[src/rtl/dmem_arbiter.sv]
// Two-requester arbiter for the single data-memory port, one transaction outstanding.
// Optional watchdog: define DMEM_TIMEOUT_EN to enable the REQ/RESP timeout counter.
module dmem_arbiter #(
    parameter bit          PRIO_FIXED     = 1'b0,
    parameter int unsigned TIMEOUT_CYCLES = 255
) (
    input  logic        i_clk,
    input  logic        i_rst,
    input  logic        i_m0_req,
    input  logic        i_m0_we,
    input  logic [3:0]  i_m0_be,
    input  logic [31:0] i_m0_addr,
    input  logic [31:0] i_m0_wdata,
    output logic        o_m0_gnt,
    output logic        o_m0_rvalid,
    output logic [31:0] o_m0_rdata,
    output logic        o_m0_err,
    input  logic        i_m1_req,
    input  logic        i_m1_we,
    input  logic [3:0]  i_m1_be,
    input  logic [31:0] i_m1_addr,
    input  logic [31:0] i_m1_wdata,
    output logic        o_m1_gnt,
    output logic        o_m1_rvalid,
    output logic [31:0] o_m1_rdata,
    output logic        o_m1_err,
    output logic        data_req_o,
    output logic        data_we_o,
    output logic [3:0]  data_be_o,
    output logic [31:0] data_addr_o,
    output logic [31:0] data_wdata_o,
    input  logic        data_gnt_i,
    input  logic        data_rvalid_i,
    input  logic [31:0] data_rdata_i,
    input  logic        data_err_i
);
    localparam logic [31:0] IDLE_RDATA = 32'hbabecafe;

    typedef enum logic [1:0] {IDLE, REQ, RESP} state_e;

    state_e      state_q;
    logic        owner_q, rr_ptr_q;
    logic        we_q;
    logic [3:0]  be_q;
    logic [31:0] addr_q, wdata_q;

    logic        win_d;
    logic        to_hit, to_fire;
    logic        dm_gnt, dm_rsp, gnt_ev, rsp_ev;
    logic [31:0] rsp_rdata;
    logic        rsp_err;

    always_comb begin
        if (PRIO_FIXED) win_d = !i_m0_req;
        else            win_d = (i_m0_req && i_m1_req) ? rr_ptr_q : i_m1_req;
    end

`ifdef DMEM_TIMEOUT_EN
    logic [7:0] cnt_q;
    // Held at zero in IDLE so every REQ entry starts from a cleared count.
    always_ff @(posedge i_clk) begin
        if (i_rst || state_q == IDLE) cnt_q <= 8'd0;
        else if (cnt_q != 8'hff)      cnt_q <= cnt_q + 8'd1;
    end
    assign to_hit = (state_q != IDLE) && (cnt_q >= 8'(TIMEOUT_CYCLES - 1));
`else
    assign to_hit = 1'b0;
`endif

    assign dm_gnt    = (state_q == REQ)  && data_gnt_i;
    assign dm_rsp    = (state_q == RESP) && data_rvalid_i;
    assign to_fire   = to_hit && !dm_gnt && !dm_rsp;
    assign gnt_ev    = dm_gnt || (to_fire && state_q == REQ);
    assign rsp_ev    = dm_rsp || to_fire;
    assign rsp_rdata = to_fire ? IDLE_RDATA : data_rdata_i;
    assign rsp_err   = to_fire || data_err_i;

    always_ff @(posedge i_clk) begin
        if (i_rst) begin
            state_q  <= IDLE;
            owner_q  <= 1'b0;
            rr_ptr_q <= 1'b0;
            we_q     <= 1'b0;
            be_q     <= 4'd0;
            addr_q   <= 32'd0;
            wdata_q  <= 32'd0;
        end else begin
            case (state_q)
                IDLE: if (i_m0_req || i_m1_req) begin
                    owner_q <= win_d;
                    we_q    <= win_d ? i_m1_we    : i_m0_we;
                    be_q    <= win_d ? i_m1_be    : i_m0_be;
                    addr_q  <= win_d ? i_m1_addr  : i_m0_addr;
                    wdata_q <= win_d ? i_m1_wdata : i_m0_wdata;
                    state_q <= REQ;
                end
                REQ: if (gnt_ev) begin
                    rr_ptr_q <= ~owner_q;
                    state_q  <= to_fire ? IDLE : RESP;
                end
                RESP: if (rsp_ev) state_q <= IDLE;
                default: state_q <= IDLE;
            endcase
        end
    end

    assign data_req_o   = (state_q == REQ);
    assign data_we_o    = we_q;
    assign data_be_o    = be_q;
    assign data_addr_o  = addr_q;
    assign data_wdata_o = wdata_q;

    assign o_m0_gnt    = gnt_ev && !owner_q;
    assign o_m1_gnt    = gnt_ev &&  owner_q;
    assign o_m0_rvalid = rsp_ev && !owner_q;
    assign o_m1_rvalid = rsp_ev &&  owner_q;
    assign o_m0_rdata  = o_m0_rvalid ? rsp_rdata : IDLE_RDATA;
    assign o_m1_rdata  = o_m1_rvalid ? rsp_rdata : IDLE_RDATA;
    assign o_m0_err    = o_m0_rvalid && rsp_err;
    assign o_m1_err    = o_m1_rvalid && rsp_err;
endmodule

[config.mk]
export PLATFORM = sky130hd
export DESIGN_NAME = dmem_arbiter
export DESIGN_NICKNAME = d
export VERILOG_FILES = /design/src/rtl/dmem_arbiter.sv
export SDC_FILE = /design/constraint.sdc
export NUM_CORES = 1
export LEC_CHECK = 0
export BUFFER_PORTS_ARGS = -buffer_cell sky130_fd_sc_hd__clkbuf_2
export CAP_MARGIN = 20
export CORE_ASPECT_RATIO = 0.6
export CORE_MARGIN = 2
export CORE_UTILIZATION = 29
export DETAILED_ROUTE_END_ITERATION = 6
export SLEW_MARGIN = 10
export SYNTH_ARGS = -nofsm -noshare
export SYNTH_HDL_FRONTEND = slang
export SYNTH_SLANG_ARGS = --single-unit
[constraint.sdc]
create_clock -name i_clk -period 2.12 [get_ports i_clk]
set_input_delay 0.318 -clock i_clk [delete_from_list [all_inputs] [get_ports i_clk]]
set_output_delay 0.318 -clock i_clk [all_outputs]
set_load 0.1 [all_outputs]
==> metrics.csv, run 1 <==
stage,metric,value,unit
yosys,"flops & latches, synth",73,
yosys,Post-Synth XOR/XNOR Area,0,%
grt,first-pass GRT wire length,25900,microns
floorplan,Initial Util,29.5,%
worst_setup_path,R2R Path End,data_addr_o[0]$_SDFFE_PP0P_,
routing,via count,5016,
yosys,Synth Area in Adders,0,%
power,Sequential Power Share,30.3,%
floorplan,Die Y,94.9,microns
clocking,H-tree Lvls,3,
worst_setup_path,Setup Crit Path Kind,reg -> out,
grt,gr usage total,22.1,%
worst_hold_path,Hold EP,data_addr_o[25]$_SDFFE_PP0P_,
clocking,clock slew at reported path FFs,0.07,ns
cells_and_area,"most common cell after layout, fill and taps aside",clkbuf_2,
sta,final-report hold violation count,0,
worst_setup_path,register-to-register setup slack,0.58,ns
floorplan,num rows,33,
yosys,Synth Area in Compound Gates,34.7,%
routing,DRT iter0 DRCs,280,
routing,Vias/cell,5.21,
worst_setup_path,Crit path max-delay family,buffers and inverters,
sta,Total Neg Setup Slack,0,ns
sta,Tcrit/Tclk final,96.2,%
yosys,top post-synthesis cells by area,"dfxtp_1 (37%), a311oi_1 (13%), a21oi_1 (9.1%)",
power,Internal,2840,uW
power,switching share of power,47.4,%
placement,placed wire-length estimate,12500,microns
yosys,Syn. warnings,0,
placement,Post-Place Worst Slack,0.408,ns
routing,Final ANT Viol Nets,0,
yosys,synth unique cells,23,
yosys,Syn Area/Cell,7.91,sq um
worst_setup_path,CP endpoint kind,output pin,
worst_setup_path,crit start category,flop,
yosys,Post-Synth Simple-Gate Area,21.5,%
worst_setup_path,r2r worst-path depth,4,
power,Power Dens Cells,802,nW/um^2
grt,initial antenna violation count,0,
worst_setup_path,Critical Path AT,1.72,ns
yosys,largest area contributor in the netlist,dfxtp_1,
yosys,"Seq/Total Area, Yosys",36.6,%
sta,Tmin final,2.04,ns
cells_and_area,layout cells sized above 1,49.4,%
power,Clock power frac,26.3,%
placement,Post-Place Cells,947,
routing,routed len/inst,17.7,microns
cells_and_area,fin cells,963,
yosys,largest family of logic cells by synthesized area,compound AO/OA/AOI/OAI gates,
floorplan,Die Area,14800,sq um
power,combinational share of power,43.3,%
sta,Slew Limit Fails,0,
power,Leak,0.00292,uW
worst_setup_path,CP max stage cell,clkbuf_2,
worst_hold_path,worst min path class,in -> reg,
worst_setup_path,FF-to-FF Start,rr_ptr_q$_SDFFE_PP0P_,
cells_and_area,# fillers,1333,
worst_hold_path,hold_sp,i_m0_addr[25],
floorplan,core box area,13500,sq um
cells_and_area,Layout area overhead,68.8,%
sta,final setup fails,0,
clocking,clock net sink count,73,
power,maximum VDD drop,0.439,mV
clocking,CTS Root Cell,clkbuf_16,
routing,1st-pass router iterations,5,
clocking,clock latency at the later pin of the worst-skew pair,0.33,ns
yosys,post-synthesis mux area share,0,%
worst_hold_path,Hold Crit Depth,3,
clocking,cts bufs inserted,9,
worst_setup_path,worst-path maximum fanout,34,
worst_setup_path,crit-path max cell delay,0.45,ns
worst_setup_path,CP Buf/Inv Count,2,
routing,Routed Wire Length,17100,microns
sta,Fmax,490,MHz
floorplan,IO Pins,317,
sta,unrepaired setup endpoints after global routing,no,
sta,WHS,0.251,ns
cells_and_area,fin nets,960,
placement,Port Buffers,316,
yosys,Netlist Area Pre-Place,3990,sq um
clocking,CTS Buffer Depth,2,
cells_and_area,"commonest non-fill, non-tap cells in the layout","clkbuf_2 (249), a21oi_1 (73), dfxtp_1 (73)",
yosys,cells after synthesis,505,
grt,aggregate global routing overflow,0,
cells_and_area,# diodes,0,
status,status,"complete, no violations",
sta,Slew headroom,62.3,%
floorplan,Die W,156,microns
grt,vias in the first global route,4678,
sta,worst slew pin tran,0.568,ns
clocking,CTS tree,done,
power,power consumption,5400,uW
yosys,Synth top area share,36.6,%
grt,pin count of the biggest net entering global routing,74,
job,number of max-cap violations,0,
routing,Remaining DRCs,0,
sta,final worst slack,0.0801,ns
yosys,syn nets,682,
sta,Fin Clk Skew,0.0117,ns
worst_setup_path,"critical path, cell by cell",and4bb_2 > buf_12 > nand2b_1 > clkbuf_2,
placement,GP Congestion,0.751,
power,P_sw,2560,uW
worst_setup_path,WP data required,1.80,ns
cell families after synthesis:
| logic type | Yosys count |
|---|---|
| AO/OA/AOI/OAI | 212 |
| buffers and inverters | 68 |
| AND/OR/NAND/NOR | 152 |
| flip-flops | 73 |
power by group through the flow:
stage               clock network, uW  registers [uW]  logic, uW
floorplan                           0            2800        665
global placement                    0            1660       2340
CTS                              1480            1640       2340
finish                           1420            1640       2340
global route                     1530            1660       2450
detailed placement                  0            1660       2340
registers in the layout, summed over array words and instances (netlist names):
register      cells
rr_ptr_q          1
state_q           2
data_addr_o      32
data_be_o         4
data_we_o         1
owner_q           1
data_wdata_o     32
what timing repair did:
item	4_1_cts	5_1_grt
setup buffers	0	0
endpoints found under the setup margin	0	20
hold buffers	0	0
resized for setup	0	20
per-stage QoR:
step / utilization, % / cell area (sq um)
after detailed placement: 47.7 / 6460
after global placement: 47.7 / 6460
after CTS: 49.8 / 6740
after floorplan: - / 4040
after global routing: 49.8 / 6740
final: 49.8 / 6740
worst max path at each step:
stage,start,to,slack [ns],cells after the start
floorplan,state_q[1]$_SDFFE_PP0P_,o_m1_rdata[10],-0.02,3
CTS,owner_q$_SDFFE_PP0P_,o_m0_rdata[17],0.06,4
detailed placement,owner_q$_SDFFE_PP0P_,o_m0_rdata[17],0.41,4
finish,owner_q$_SDFFE_PP0P_,o_m0_rdata[6],0.08,4
global placement,state_q[0]$_SDFFE_PP0P_,o_m0_rdata[15],0.43,4
global route,state_q[0]$_SDFFE_PP0P_,o_m0_rdata[6],0.0002,4
area by class of cell:
type                    count  area [sq um]  share of cell area, %
repair buffers            334          2470                   36.7
multi-input cells         364          2310                   34.2
flip-flops and latches     73          1460                   21.7
clock buffers               9           225                   3.34
well taps                 175           219                   3.25
clock inverters             7          52.6                  0.780
inverters                   1          3.75                 0.0557
metal layers:
layer	share of wire (%)	GRT usage [%]	wire length, microns	vias to the layer above
met1	46	31.8	7930	2298
met3	8.3	5.46	1420	13
met5	0	0	0	-
li1	-	-	-	2449
met2	44	33.4	7580	256
met4	0.91	4.66	156	0
synth_stat cells:
library cell  count
a21oi_1          73
dfxtp_1          73
nand3_1          70
o21ai_0          69
a311oi_1         59
clkbuf_1         55
nand2b_1         46
and2_1           23
a311oi_2         10
buf_2             7
buf_6             3
nand2_1           3
nor2_1            3
nor2b_1           2
a21bo_2           1
and3_1            1
and4b_1           1
and4bb_2          1
buf_1             1
clkbuf_2          1
inv_2             1
nor3_1            1
or2_1             1
worst reg2reg max path, delay by kind of cell (launching register included):
family | cells | cell delay, ns
DFF | 1 | 0.43
and+or+nand+nor | 2 | 0.37
buffers and inverters | 1 | 0.36
AOI/OAI and AO/OA | 1 | 0.31
No activity file was read; power rests on OpenSTA's default activity.
==> inputs of run 2 (changes only) <==
- CELL_PAD_IN_SITES_DETAIL_PLACEMENT: default -> 1
- CELL_PAD_IN_SITES_GLOBAL_PLACEMENT: default -> 1
- CORE_UTILIZATION: 29 -> 26
- PLACE_DENSITY_LB_ADDON: default -> 0.1
==> run 2 against run 1 <==
- register-to-register slack got worse by 0.17 ns
- critical path depth did not move
- largest cell class unchanged
- via count rose by 2.1%
- first-iteration DRC count rose by 15%
- sequential power barely moved
- sequential share of layout area fell by 0.34 points
- utilization fell by 4.7 points
- clock skew barely moved
==> metrics.csv, run 2 (synthesis gave the netlist of run 1 again) <==
stage,metric,value,unit
cells_and_area,# fillers,1831,
routing,Routed Wire Length,19500,microns
job,number of max-cap violations,0,
clocking,cts bufs inserted,9,
grt,gr usage total,22.8,%
routing,1st-pass router iterations,4,
placement,Post-Place Worst Slack,0.314,ns
floorplan,Die Area,16400,sq um
sta,Tmin final,2.06,ns
sta,final setup fails,0,
routing,DRT iter0 DRCs,322,
sta,Tcrit/Tclk final,97.3,%
routing,via count,5123,
grt,first-pass GRT wire length,29400,microns
clocking,post-CTS setup buffers,0,
sta,Total Neg Setup Slack,0,ns
cells_and_area,fin nets,959,
cells_and_area,# diodes,0,
cells_and_area,layout cells sized above 1,49.2,%
worst_setup_path,Setup Crit Path Kind,reg -> out,
placement,GP Congestion,0.780,
routing,Vias/cell,5.17,
sta,WHS,0.244,ns
cells_and_area,FF/Latch Area,1460,sq um
sta,Slew headroom,46.0,%
grt,vias in the first global route,5084,
sta,final worst slack,0.0581,ns
placement,Area after DPL,6510,sq um
floorplan,Die Y,100,microns
sta,Fmax,485,MHz
clocking,H-tree Lvls,3,
cells_and_area,Layout area overhead,71.5,%
placement,placed wire-length estimate,14400,microns
sta,Slew Limit Fails,0,
power,Leak,0.00295,uW
clocking,clock latency at the later pin of the worst-skew pair,0.34,ns
sta,unrepaired setup endpoints after global routing,no,
grt,initial antenna violation count,0,
cells_and_area,"most common cell after layout, fill and taps aside",clkbuf_2,
cells_and_area,"Core Util, Final",45.1,%
cells_and_area,"commonest non-fill, non-tap cells in the layout","clkbuf_2 (248), a21oi_1 (73), dfxtp_1 (73)",
worst_setup_path,CP endpoint kind,output pin,
worst_hold_path,worst min path class,in -> reg,
sta,final-report hold violation count,0,
floorplan,IO Pins,317,
grt,aggregate global routing overflow,0,
worst_setup_path,worst-path maximum fanout,34,
routing,Remaining DRCs,0,
floorplan,Initial Util,26.3,%
clocking,CTS Root Cell,clkbuf_16,
worst_setup_path,Critical Path AT,1.74,ns
floorplan,Die W,164,microns
power,Power Dens Cells,820,nW/um^2
clocking,clock slew at reported path FFs,0.07,ns
clocking,clock net sink count,73,
cells_and_area,cell area after layout,6850,sq um
floorplan,core box area,15200,sq um
routing,Final ANT Viol Nets,0,
sta,worst slew pin tran,0.810,ns
clocking,CTS Buffer Depth,2,
sta,Fin Clk Skew,0.0114,ns
placement,Port Buffers,316,
cells_and_area,area of the multi-input gates,2310,sq um
worst_setup_path,crit start category,flop,
power,maximum VDD drop,0.384,mV
routing,routed len/inst,19.7,microns
worst_setup_path,WP data required,1.80,ns
status,status,"complete, no violations",
grt,pin count of the biggest net entering global routing,73,
clocking,CTS tree,done,
floorplan,num rows,35,
[run 2: layout make-up]
class                           instances  area share [%]
Timing Repair Buffer                  333            36.8
Multi-Input combinational cell        364            33.7
Sequential cell                        73            21.3
Tap cell                              203            3.71
Clock buffer                           11            3.54
Clock inverter                          5           0.914
Inverter                                1          0.0548
[run 2: per-layer routing]
layer	vias up	track usage, %	wire (microns)
met2	182	37.3	9180
met3	16	6.24	1330
met4	0	4.05	212
met5	-	0	0
met1	2480	30.6	8810
li1	2445	-	-
[run 2: worst max-delay path, cell delays in order (launching register included)]
cell and delay, ns:
dfxtp_1 0.43, and4bb_2 0.29, buf_12 0.17, nand2b_1 0.09
buf_2 0.43
[run 2: power by group]
group | internal [uW] | leakage [uW] | switching (uW)
clock network | 951 | 0.000142 | 641
logic | 508 | 0.00220 | 1870
registers | 1540 | 0.000606 | 101
total | 3000 | 0.00295 | 2610
[run 2: repair_timing]
action / CTS / global route
endpoints found under the hold margin: 0 / 0
setup endpoints to repair: 0 / 22
gates resized for setup: 0 / 34
hold buffers: 0 / 0
[run 2: worst paths after layout]
kind,start,end,slack [ns],cells past startpoint
setup / recovery,state_q[0]$_SDFFE_PP0P_,o_m0_rdata[1],0.06,4
hold / removal,i_m0_we,data_we_o$_SDFFE_PP0P_,0.24,3
setup reg to reg,rr_ptr_q$_SDFFE_PP0P_,data_addr_o[3]$_SDFFE_PP0P_,0.41,4
hold reg to reg,data_addr_o[30]$_SDFFE_PP0P_,data_addr_o[30]$_SDFFE_PP0P_,0.52,2
[run 2: per-stage QoR]
stage	power, uW	std cells
after floorplan	3470	505
after global placement	4020	974
after detailed placement	4050	974
after CTS	5660	990
after global routing	5840	990
final	5610	990
